File: src/rtl/mem_stage_pkg.sv
// Shared types for the memory-access stage: inter-stage bundles,
// load-op bit positions and derived bus widths.
package mem_stage_pkg;

    localparam int LD_B  = 0;
    localparam int LD_BU = 1;
    localparam int LD_H  = 2;
    localparam int LD_HU = 3;
    localparam int LD_W  = 4;

    localparam int ST_B = 0;
    localparam int ST_H = 1;
    localparam int ST_W = 2;

    typedef struct packed {
        logic [31:0] pc;
        logic [4:0]  ld_op;
        logic [2:0]  st_op;
        logic        ertn;
        logic [4:0]  dest;
        logic        gr_we;
        logic        res_from_mem;
        logic        res_from_cnt;
        logic        res_from_csr;
        logic [1:0]  addr_lo;
        logic [3:0]  mul_div_op;
        logic        mul_div_sign;
        logic [31:0] alu_result;
        logic [31:0] timer;
        logic        excp;
        logic [5:0]  excp_num;
        logic        csr_we;
        logic [13:0] csr_num;
        logic [31:0] csr_wmask;
        logic [31:0] csr_wvalue;
    } es_to_ms_t;

    typedef struct packed {
        logic [31:0] pc;
        logic        ertn;
        logic [4:0]  dest;
        logic        gr_we;
        logic        res_from_csr;
        logic [31:0] final_result;
        logic        excp;
        logic [5:0]  excp_num;
        logic [31:0] err_addr;
        logic        csr_we;
        logic [13:0] csr_num;
        logic [31:0] csr_wmask;
        logic [31:0] csr_wvalue;
    } ms_to_ws_t;

    typedef struct packed {
        logic        ms_valid;
        logic        gr_we;
        logic [4:0]  dest;
        logic [31:0] final_result;
        logic        res_from_csr;
        logic        data_pending;
    } ms_forward_t;

    localparam int ES_TO_MS_BUS_WD = $bits(es_to_ms_t);
    localparam int MS_TO_WS_BUS_WD = $bits(ms_to_ws_t);
    localparam int MS_FORWARD_WD   = $bits(ms_forward_t);

endpackage

File: src/rtl/mem_stage_if.sv
// Data-SRAM channel as seen by the memory stage.
// master drives req/addr_ok/data_ok/rdata; slave (mem_stage) observes.
interface mem_stage_if;

    logic        data_sram_req;
    logic        data_sram_addr_ok;
    logic        data_sram_data_ok;
    logic [31:0] data_sram_rdata;

    modport master (
        output data_sram_req,
        output data_sram_addr_ok,
        output data_sram_data_ok,
        output data_sram_rdata
    );

    modport slave (
        input data_sram_req,
        input data_sram_addr_ok,
        input data_sram_data_ok,
        input data_sram_rdata
    );

endinterface

File: src/rtl/mem_stage_load_align.sv
// Load data alignment: picks byte/half/word by addr_lo, sign/zero-extends.
// Ports: ld_op (one-hot), addr_lo, rdata in; result out. Combinational.
module mem_stage_load_align
    import mem_stage_pkg::*;
(
    input  logic [4:0]  ld_op,
    input  logic [1:0]  addr_lo,
    input  logic [31:0] rdata,
    output logic [31:0] result
);

    logic [7:0]  byte_sel;
    logic [15:0] half_sel;

    always_comb begin
        unique case (addr_lo)
            2'd0:    byte_sel = rdata[7:0];
            2'd1:    byte_sel = rdata[15:8];
            2'd2:    byte_sel = rdata[23:16];
            default: byte_sel = rdata[31:24];
        endcase
        half_sel = addr_lo[1] ? rdata[31:16] : rdata[15:0];
    end

    always_comb begin
        result = rdata;
        unique case (1'b1)
            ld_op[LD_B]:  result = {{24{byte_sel[7]}}, byte_sel};
            ld_op[LD_BU]: result = {24'b0, byte_sel};
            ld_op[LD_H]:  result = {{16{half_sel[15]}}, half_sel};
            ld_op[LD_HU]: result = {16'b0, half_sel};
            default:      result = rdata;
        endcase
    end

endmodule

File: src/rtl/mem_stage.sv
// Memory-access stage: waits for data_ok, aligns loads, selects results.
// Ports: clk/reset, es/ws handshakes, forward bus, ms_ex, SRAM channel, mul/div, flushes.
module mem_stage
    import mem_stage_pkg::*;
(
    input  logic                       clk,
    input  logic                       reset,
    input  logic                       ws_allowin,
    output logic                       ms_allowin,
    input  logic                       es_to_ms_valid,
    input  logic [ES_TO_MS_BUS_WD-1:0] es_to_ms_bus,
    output logic                       ms_to_ws_valid,
    output logic [MS_TO_WS_BUS_WD-1:0] ms_to_ws_bus,
    output logic [MS_FORWARD_WD-1:0]   ms_forward,
    output logic                       ms_ex,
    mem_stage_if.slave                 sram,
    input  logic [63:0]                mul_result,
    input  logic [31:0]                div_quotient,
    input  logic [31:0]                div_remainder,
    input  logic                       excp_flush,
    input  logic                       ertn_flush
);

    es_to_ms_t   ms_bus;
    ms_to_ws_t   ws_bus;
    ms_forward_t fwd_bus;

    logic        ms_valid;
    logic [1:0]  inflight;
    logic [1:0]  inflight_nxt;
    logic [1:0]  discard;
    logic        buf_valid;
    logic [31:0] data_buf;

    logic        flush;
    logic        mem_op;
    logic        mem_wait;
    logic        live_ok;
    logic        ms_ready_go;
    logic        accepted;
    logic        leave;
    logic        capture;
    logic [31:0] mem_rdata;
    logic [31:0] ld_result;
    logic [31:0] md_result;
    logic [31:0] final_result;
    logic        unused_bits;

    assign flush    = excp_flush | ertn_flush;
    assign mem_op   = (|ms_bus.ld_op) | (|ms_bus.st_op);
    assign mem_wait = ms_valid & mem_op & ~ms_bus.excp;
    // A response is live only once all flushed requests have drained.
    assign live_ok  = sram.data_sram_data_ok & (discard == 2'd0);
    assign accepted = sram.data_sram_req & sram.data_sram_addr_ok;

    assign ms_ready_go    = ~mem_wait | buf_valid | live_ok;
    assign ms_allowin     = ~ms_valid | (ms_ready_go & ws_allowin) | flush;
    assign ms_to_ws_valid = ms_valid & ms_ready_go & ~flush;
    assign leave          = ms_to_ws_valid & ws_allowin;
    assign capture        = live_ok & mem_wait & ~buf_valid
                          & ~ws_allowin & ~flush;

    assign inflight_nxt = inflight
                        + {1'b0, accepted}
                        - {1'b0, sram.data_sram_data_ok};

    always_ff @(posedge clk) begin
        if (reset) begin
            ms_valid  <= 1'b0;
            ms_bus    <= '0;
            inflight  <= 2'd0;
            discard   <= 2'd0;
            buf_valid <= 1'b0;
            data_buf  <= 32'd0;
        end else begin
            if (flush)
                ms_valid <= 1'b0;
            else if (ms_allowin)
                ms_valid <= es_to_ms_valid;

            if (es_to_ms_valid & ms_allowin)
                ms_bus <= es_to_ms_t'(es_to_ms_bus);

            inflight <= inflight_nxt;

            // Everything still outstanding after this cycle belongs to
            // squashed instructions and must be swallowed.
            if (flush)
                discard <= inflight_nxt;
            else if (sram.data_sram_data_ok && discard != 2'd0)
                discard <= discard - 2'd1;

            if (flush | leave) begin
                buf_valid <= 1'b0;
            end else if (capture) begin
                buf_valid <= 1'b1;
                data_buf  <= sram.data_sram_rdata;
            end
        end
    end

    assert property (@(posedge clk) disable iff (reset)
        !(sram.data_sram_data_ok && inflight == 2'd0));
    assert property (@(posedge clk) disable iff (reset)
        !(inflight == 2'd2 && accepted && !sram.data_sram_data_ok));

    assign mem_rdata = buf_valid ? data_buf : sram.data_sram_rdata;

    mem_stage_load_align u_align (
        .ld_op   (ms_bus.ld_op),
        .addr_lo (ms_bus.addr_lo),
        .rdata   (mem_rdata),
        .result  (ld_result)
    );

    always_comb begin
        md_result = ms_bus.alu_result;
        unique case (1'b1)
            ms_bus.mul_div_op[0]: md_result = mul_result[31:0];
            ms_bus.mul_div_op[1]: md_result = mul_result[63:32];
            ms_bus.mul_div_op[2]: md_result = div_quotient;
            ms_bus.mul_div_op[3]: md_result = div_remainder;
            default:              md_result = ms_bus.alu_result;
        endcase
    end

    always_comb begin
        if (ms_bus.res_from_mem)
            final_result = ld_result;
        else if (ms_bus.res_from_cnt)
            final_result = ms_bus.timer;
        else
            final_result = md_result;
    end

    always_comb begin
        ws_bus              = '0;
        ws_bus.pc           = ms_bus.pc;
        ws_bus.ertn         = ms_bus.ertn;
        ws_bus.dest         = ms_bus.dest;
        ws_bus.gr_we        = ms_bus.gr_we;
        ws_bus.res_from_csr = ms_bus.res_from_csr;
        ws_bus.final_result = final_result;
        ws_bus.excp         = ms_bus.excp;
        ws_bus.excp_num     = ms_bus.excp_num;
        ws_bus.err_addr     = ms_bus.alu_result;
        ws_bus.csr_we       = ms_bus.csr_we;
        ws_bus.csr_num      = ms_bus.csr_num;
        ws_bus.csr_wmask    = ms_bus.csr_wmask;
        ws_bus.csr_wvalue   = ms_bus.csr_wvalue;
    end

    always_comb begin
        fwd_bus              = '0;
        fwd_bus.ms_valid     = ms_valid;
        fwd_bus.gr_we        = ms_bus.gr_we;
        fwd_bus.dest         = ms_bus.dest;
        fwd_bus.final_result = final_result;
        fwd_bus.res_from_csr = ms_bus.res_from_csr;
        // Load value not yet available: decode has to stall.
        fwd_bus.data_pending = ms_valid & ms_bus.res_from_mem & mem_wait
                             & ~buf_valid & ~live_ok;
    end

    assign ms_to_ws_bus = ws_bus;
    assign ms_forward   = fwd_bus;
    assign ms_ex        = ms_valid & (ms_bus.excp | ms_bus.ertn);
    assign unused_bits  = ms_bus.mul_div_sign;

endmodule

File: src/flat_wrapper.sv
// flat-port wrapper written by rule: the top's interface ports become plain ports
module mem_stage_flat import mem_stage_pkg::*;
  (clk, reset, ws_allowin, ms_allowin, es_to_ms_valid, es_to_ms_bus, ms_to_ws_valid, ms_to_ws_bus, ms_forward, ms_ex, mul_result, div_quotient, div_remainder, excp_flush, ertn_flush, sram_data_sram_req, sram_data_sram_addr_ok, sram_data_sram_data_ok, sram_data_sram_rdata);
  mem_stage_if sram_i ();
  input  logic clk;
  input  logic reset;
  input  logic ws_allowin;
  output logic ms_allowin;
  input  logic es_to_ms_valid;
  input  logic [ES_TO_MS_BUS_WD-1:0] es_to_ms_bus;
  output logic ms_to_ws_valid;
  output logic [MS_TO_WS_BUS_WD-1:0] ms_to_ws_bus;
  output logic [MS_FORWARD_WD-1:0] ms_forward;
  output logic ms_ex;
  input  logic [63:0] mul_result;
  input  logic [31:0] div_quotient;
  input  logic [31:0] div_remainder;
  input  logic excp_flush;
  input  logic ertn_flush;
  input wire logic [$bits(sram_i.data_sram_req)-1:0] sram_data_sram_req;
  input wire logic [$bits(sram_i.data_sram_addr_ok)-1:0] sram_data_sram_addr_ok;
  input wire logic [$bits(sram_i.data_sram_data_ok)-1:0] sram_data_sram_data_ok;
  input wire logic [$bits(sram_i.data_sram_rdata)-1:0] sram_data_sram_rdata;
  assign sram_i.data_sram_req = sram_data_sram_req;
  assign sram_i.data_sram_addr_ok = sram_data_sram_addr_ok;
  assign sram_i.data_sram_data_ok = sram_data_sram_data_ok;
  assign sram_i.data_sram_rdata = sram_data_sram_rdata;
  mem_stage u_core (.clk(clk), .reset(reset), .ws_allowin(ws_allowin), .ms_allowin(ms_allowin), .es_to_ms_valid(es_to_ms_valid), .es_to_ms_bus(es_to_ms_bus), .ms_to_ws_valid(ms_to_ws_valid), .ms_to_ws_bus(ms_to_ws_bus), .ms_forward(ms_forward), .ms_ex(ms_ex), .sram(sram_i), .mul_result(mul_result), .div_quotient(div_quotient), .div_remainder(div_remainder), .excp_flush(excp_flush), .ertn_flush(ertn_flush));
endmodule
File: config.mk
export PLATFORM = sky130hd
export DESIGN_NAME = mem_stage_flat
export DESIGN_NICKNAME = d
export VERILOG_FILES = /design/src/rtl/mem_stage_pkg.sv /design/src/rtl/mem_stage_if.sv /design/src/rtl/mem_stage_load_align.sv /design/src/rtl/mem_stage.sv /design/src/flat_wrapper.sv
export SDC_FILE = /design/constraint.sdc
export NUM_CORES = 1
export LEC_CHECK = 0
export BUFFER_PORTS_ARGS = -buffer_cell sky130_fd_sc_hd__buf_2
export CORE_AREA = 5 5 234 236
export CTS_CLUSTER_DIAMETER = 60
export DETAILED_ROUTE_END_ITERATION = 7
export DIE_AREA = 0 0 239 241
export GPL_ROUTABILITY_DRIVEN = 0
export SETUP_SLACK_MARGIN = 0.1
export SLEW_MARGIN = 20
export SYNTH_ARGS = -nofsm -noshare
export SYNTH_HDL_FRONTEND = slang
export SYNTH_SLANG_ARGS = --single-unit
File: constraint.sdc
create_clock -name clk -period 2.4 [get_ports clk]
set_input_delay 0.36 -clock clk [delete_from_list [all_inputs] [get_ports clk]]
set_output_delay 0.36 -clock clk [all_outputs]
set_load 0.01 [all_outputs]
## After elaboration in Yosys (flattened, before gate mapping)

Cells that the tools add are included.

| cells by class | value |
|---|---|
| add/subtract/negate cells | 3 |
| equal/unequal tests | 2 |
| multiplexer cells | 9 |
| bitwise logic cells | 34 |
| reduce and logical (&&, ||, !) cells | 10 |

Operators with widths:

| operator | number |
|---|---|
| case mux 32 bit (4 select lines) | 2 |
| two-way mux 32 bit | 3 |
| case mux 8 bit (3 select lines) | 1 |
| bitwise AND 1 bit | 18 |
| two-way mux 16 bit | 1 |
| inverter 1 bit | 8 |
| bitwise OR 1 bit | 8 |
| OR reduction 5 bit | 1 |
| logical NOT 2 bit | 2 |
| two-way mux 2 bit | 2 |
| nonzero test 2 bit | 2 |
| OR reduction 2 bit | 2 |
| OR reduction 3 bit | 1 |
| adder 2 x 1 -> 2 bit | 1 |
| equality test 2 x 1 -> 1 bit, second input constant | 1 |
| equality test 2 bit, second input constant | 1 |
| AND reduction 2 bit | 1 |
| subtractor 2 x 1 -> 2 bit | 1 |
| subtractor 2 x 1 -> 2 bit, second input constant | 1 |
| logical AND 1 bit | 1 |

| storage, ports and cells | value |
|---|---|
| bits in registers | 244 |
| input bits | 376 |
| output and inout bits | 234 |
| word-level logic and storage cells | 82 |

## Logic depth before layout (Yosys ltp)

| depth | value |
|---|---|
| word-level depth | 13 |
| gate-level depth with buffers | 9 |
| mapped depth without buffers | 8 |

## Hierarchy

A second synthesis with hierarchy kept.

| unflattened totals | value |
|---|---|
| cells, all modules | 1,642 |
| area total of the unflattened synthesis | 14,853.0 µm² |

By module, submodules not included:

| module | instances | cells an instance | area each (µm²) | seq. area each (µm²) |
|---|---|---|---|---|
| mem_stage | 1 | 1,533 | 14,049.7 | 4,884.7 |
| mem_stage_load_align | 1 | 109 | 803.3 | 0.0 |

## Least setup slack after synthesis

OpenSTA, ideal clock, no wires.

| timing path | value |
|---|---|
| path type | register to output |
| start | register u_core.buf_valid |
| end | output port ms_to_ws_bus[139] |
| data arrival time | 2.204 ns |
| required time | 2.040 ns |
| slack | -0.164 ns |
| cell stages (with the launch flop) | 8 |
| buffers on the path | 3 |
| cells stage by stage | dfxtp_1 buf_2 mux4_2 mux2_2 a221oi_4 buf_2 a22oi_1 buf_4 |

| between the ends | value |
|---|---|
| longest elaborated chain between the ends | 4 |
| elaborated cells between the ends (all ways) | 5 |
| those cells by class | mux: 5 |

Ends and longest elaborated chain:

| element | line | text |
|---|---|---|
| start: declaration | mem_stage.sv:32 | `logic buf_valid;` |
| start signal: assignment | mem_stage.sv:73 | `buf_valid <= 1'b0;` |
| start signal: assignment | mem_stage.sv:94 | `buf_valid <= 1'b0;` |
| start signal: assignment | mem_stage.sv:96 | `buf_valid <= 1'b1;` |
| two-way mux 32 bit * | mem_stage.sv:107 | `assign mem_rdata = buf_valid ? data_buf : sram.data_sram_rdata;` |
| case mux 8 bit (3 select lines) / two-way mux 16 bit (equally long branches) | mem_stage_load_align.sv:16, mem_stage_load_align.sv:22 |  |
| case mux 32 bit (4 select lines) * | mem_stage_load_align.sv:27 | `unique case (1'b1)` |
| two-way mux 32 bit * | mem_stage.sv:128 | `if (ms_bus.res_from_mem)` |
| end: declaration | flat_wrapper.sv:12 | `output logic [MS_TO_WS_BUS_WD-1:0] ms_to_ws_bus;` |

Every way passes the cells marked *; elsewhere a longest branch is shown, timed or not.

## Worst setup path in the final report

| timing path | value |
|---|---|
| start | register u_core.buf_valid |
| end | output port ms_to_ws_bus[147] |

The elaborated chain is that of the path after synthesis.

==> impl_results.rst <==
.. list-table::
   :header-rows: 1

   * - Metric
     - Value
   * - Core area
     - about 0.052 mm2
   * - Number of input and output port buffers inserted
     - 608
   * - Pin slew with the least headroom to its limit
     - 0.650 ns
   * - Ratio of total power to cell area
     - 674 mW/mm2
   * - Final worst-path cycle share
     - 1.23
   * - Number of antenna violations at the first check in global routing
     - 19
   * - Vias per inst
     - 4.76
   * - Number of buffers added by the clock tree synthesis step
     - 34
   * - Total Power Consumption
     - 12.9 mW
   * - Drt wl/cell
     - 21.0 um
   * - Remaining max-slew budget at the tightest pin
     - 0.566
   * - Slowest stage delay, CP
     - 0.49 ns
   * - Cell types with the highest counts after synthesis
     - nand2b_1, dfxtp_1, mux2i_1
   * - Minimum period implied by the final worst setup slack
     - slightly below 3 ns
   * - Largest net degree at the start of global routing
     - 140
   * - # DRC
     - 0
   * - Final Util
     - 0.366
   * - Endpoint with the worst hold slack
     - u_core.data_buf[11]
   * - Count of unique library cells instantiated by Yosys
     - 44
   * - Maximum level of the CTS H-tree
     - 2
   * - Number of enable-type register cells in the synthesized netlist
     - 0
   * - Register-to-Register Path Depth
     - 8
   * - Number of stages on the worst hold path
     - 3
   * - Leakage Power
     - 8.47 nW
   * - Total iterations of the first detailed-routing run
     - 5
   * - Clock tree from TritonCTS
     - done
   * - # IOs
     - 610
   * - Worst hold path class
     - primary input to flip-flop
   * - Netlist Area Pre-Place
     - 0.0145 mm2
   * - Hold buffer count at cts
     - 0
   * - Fraction of layout cells with a size suffix above 1
     - 0.411
   * - Total buffers and inverters traversed by the critical path
     - 3
   * - Max Fclk
     - about 340 MHz
   * - Synthesis-stage register bit count
     - around 240
   * - Setup repair after global routing missed its margin
     - true
   * - Max cap viols
     - 0
   * - Synth Instances
     - 1,639
   * - Area added between synthesis and finish
     - 31.6%
   * - Crit path kind
     - flip-flop to output port
   * - Vias post-DR
     - between 10,000 and 15,000
   * - Library cell with the largest summed area after synthesis
     - dfxtp_1
   * - Ranking of synthesized cells by area
     - dfxtp_1, nand2b_1, mux2i_1
   * - Nets@finish
     - 2,448
   * - Total global-route track usage
     - 0.189
   * - Startpoint kind of the worst setup timing path
     - flip-flop
   * - GRT overflow
     - 0
   * - # rows
     - 84
   * - Highest net fanout along the worst path
     - 8
   * - CP Capture Type
     - output port
   * - Die boundary width
     - 239 um
   * - Violations in the final reports
     - negative setup slack
   * - R2r startpoint
     - u_core.ms_bus[172]
   * - Max VDD drop
     - around 380 uV
   * - Synthesized netlist net count
     - 2,018
   * - Number of warnings issued by yosys
     - 0
   * - Die outline area
     - 0.0576 mm2
   * - Filler cells
     - 5,339
   * - Final count of negative-setup-slack endpoints
     - 67
   * - Post-Syn Area per Cell
     - ~8.9 um2
   * - Clock latency at the later pin of the worst-skew pair
     - ~0.54 ns
   * - Final setup skew
     - roughly 0.020 ns
   * - Crit path top cell by count
     - buf_12
   * - Fraction of the yosys area taken by sequential cells
     - 0.336
   * - Hold violation count in the final report
     - 0
   * - CP cell instances
     - mux4_2 -> mux2_4 -> a221oi_4 -> buf_12 -> buf_12 -> a22oi_2 -> buf_2
   * - Max-slew violations
     - 0
   * - Arrival time worst endpoint
     - roughly 2.6 ns
   * - Crit-path leading delay family
     - multiplexers
   * - Critical path required time
     - ~2 ns
   * - R2R Path End
     - u_core.ms_to_ws_bus[37]
   * - Reg2reg setup slack
     - 0.20 ns
   * - Wire length of the first global-routing pass
     - 83,500 um
   * - Most repeated cell in the gate-level netlist after synthesis
     - nand2b_1
   * - Drt total wl
     - 58,600 um
   * - Async S/R FF share, synth
     - 0
   * - Outcome
     - finished with violations
   * - Starting DRC count in detailed routing
     - 678
   * - Die Ht
     - 241 um
   * - Clock-pin slew reported for the worst setup and hold paths after clock tree synthesis
     - 0.05 ns
   * - Cell with the biggest individual delay on the critical path
     - mux4_2
   * - Most common flop cell mapped by yosys
     - dfxtp_1
   * - Initial Util
     - 0.278
   * - Number of buffers on the longest clock path
     - 3
   * - Fraction of post-synthesis cell area in the top cell type by area
     - 0.336
   * - Total clock sinks
     - 244
   * - Post-detail-place hpwl
     - ~45,000 um
   * - Number of nets with antenna violations after routing
     - 0
   * - Via count of the first global-routing pass
     - 13,400
   * - Worst Setup Slack, final
     - -0.559 ns
   * - Clock root buffer
     - clkbuf_16
   * - Worst min-delay path startpoint
     - sram_data_sram_rdata[11]
-- through the flow --
stage          hold slack (ns)  area, um2  setup slack (ns)  cells  TNS (ns)
2_1_floorplan            0.433      14700          -0.00899   1639   -0.0966
6_report                0.0680      19100            -0.559   2785    -30.25
5_1_grt                 0.0456      19100            -0.658   2781    -36.14
3_5_place_dp             0.445      17500            -0.148   2705     -2.87
3_3_place_gp             0.437      17500            -0.130   2705     -1.92
4_1_cts                 0.0246      19000            -0.639   2776    -33.12
-- power by group --
part	leakage (nW)	internal (mW)	switching [mW]	total [mW]
combinational	5.92	1.53	1.72	3.25
sequential	2.02	4.32	0.195	4.52
clock	0.536	3.15	1.97	5.12
-- layer usage --
layer  GRT usage  routed length, um
met5           0                166
met4      0.0579               1470
met3      0.0593               5410
met2       0.323              28000
met1       0.229              23500
-- sequential cells by signal, indices dropped and copies added, names as in the netlist --
signal,cells
u_core.ms_forward,7
u_core.data_buf,32
u_core.buf_valid,1
u_core.ms_bus,48
u_core.discard,2
u_core.inflight,2
u_core.ms_to_ws_bus,151
u_core.ms_valid,1
-- how the worst max path moves through the flow --
stage	to	cells after the start	from	slack [ns]
2_1_floorplan	ms_to_ws_bus[131]	7	u_core.ms_bus[154]	-0.009
3_3_place_gp	ms_forward[33]	8	sram_data_sram_rdata[7]	-0.13
3_5_place_dp	ms_forward[33]	8	sram_data_sram_rdata[7]	-0.15
4_1_cts	ms_forward[33]	7	u_core.ms_bus[155]	-0.64
5_1_grt	ms_to_ws_bus[147]	7	u_core.ms_bus[155]	-0.66
6_report	ms_to_ws_bus[147]	7	u_core.buf_valid	-0.56
-- layout make-up --
cell class                      count  area [um2]  area share
Multi-Input combinational cell   1067        7870       0.411
Sequential cell                   244        4900       0.256
Timing Repair Buffer              717        4340       0.227
Clock buffer                       47         961      0.0502
Tap cell                          688         861      0.0450
Clock inverter                     12         174     0.00909
Inverter                            5        18.8    0.000981
Antenna cell                        5        12.5    0.000654
-- worst min-delay path, stage by stage --
cell and delay (ns):
buf_2 0.10, nand2_1 0.05, a21oi_1 0.05
-- repair_timing --
action	4_1_cts	5_1_grt
endpoints found under the setup margin	67	132
gates cloned	4	3
pin swaps	15	21
hold endpoints to repair	0	0
resized for setup	47	18
setup buffers	8	2
-- cells in the final DEF, fill, tap and decap left out, drive strengths merged, types with 16 or more instances in the layout --
| cell | netlist | layout |
|---|---|---|
| a22oi | 95 | 95 |
| nand2 | 75 | 75 |
| nand2b | 413 | 413 |
| mux2 | 16 | 16 |
| dfxtp | 244 | 244 |
| a21oi | 81 | 81 |
| nor2 | 51 | 51 |
| a311o | 32 | 32 |
| clkbuf | 97 | 49 |
| mux2i | 230 | 230 |
| buf | 226 | 715 |
-- cells by family after synthesis --
| family | synth area share |
|---|---|
| AND/OR/NAND/NOR | 0.221 |
| buffers and inverters | 0.145 |
| AO/OA/AOI/OAI | 0.120 |
| multiplexers | 0.174 |
| flip-flops | 0.336 |
| XOR/XNOR | 0.00181 |
| adder cells (fa/ha/maj) | 0.00258 |
Power figures use the tool's default switching activity.
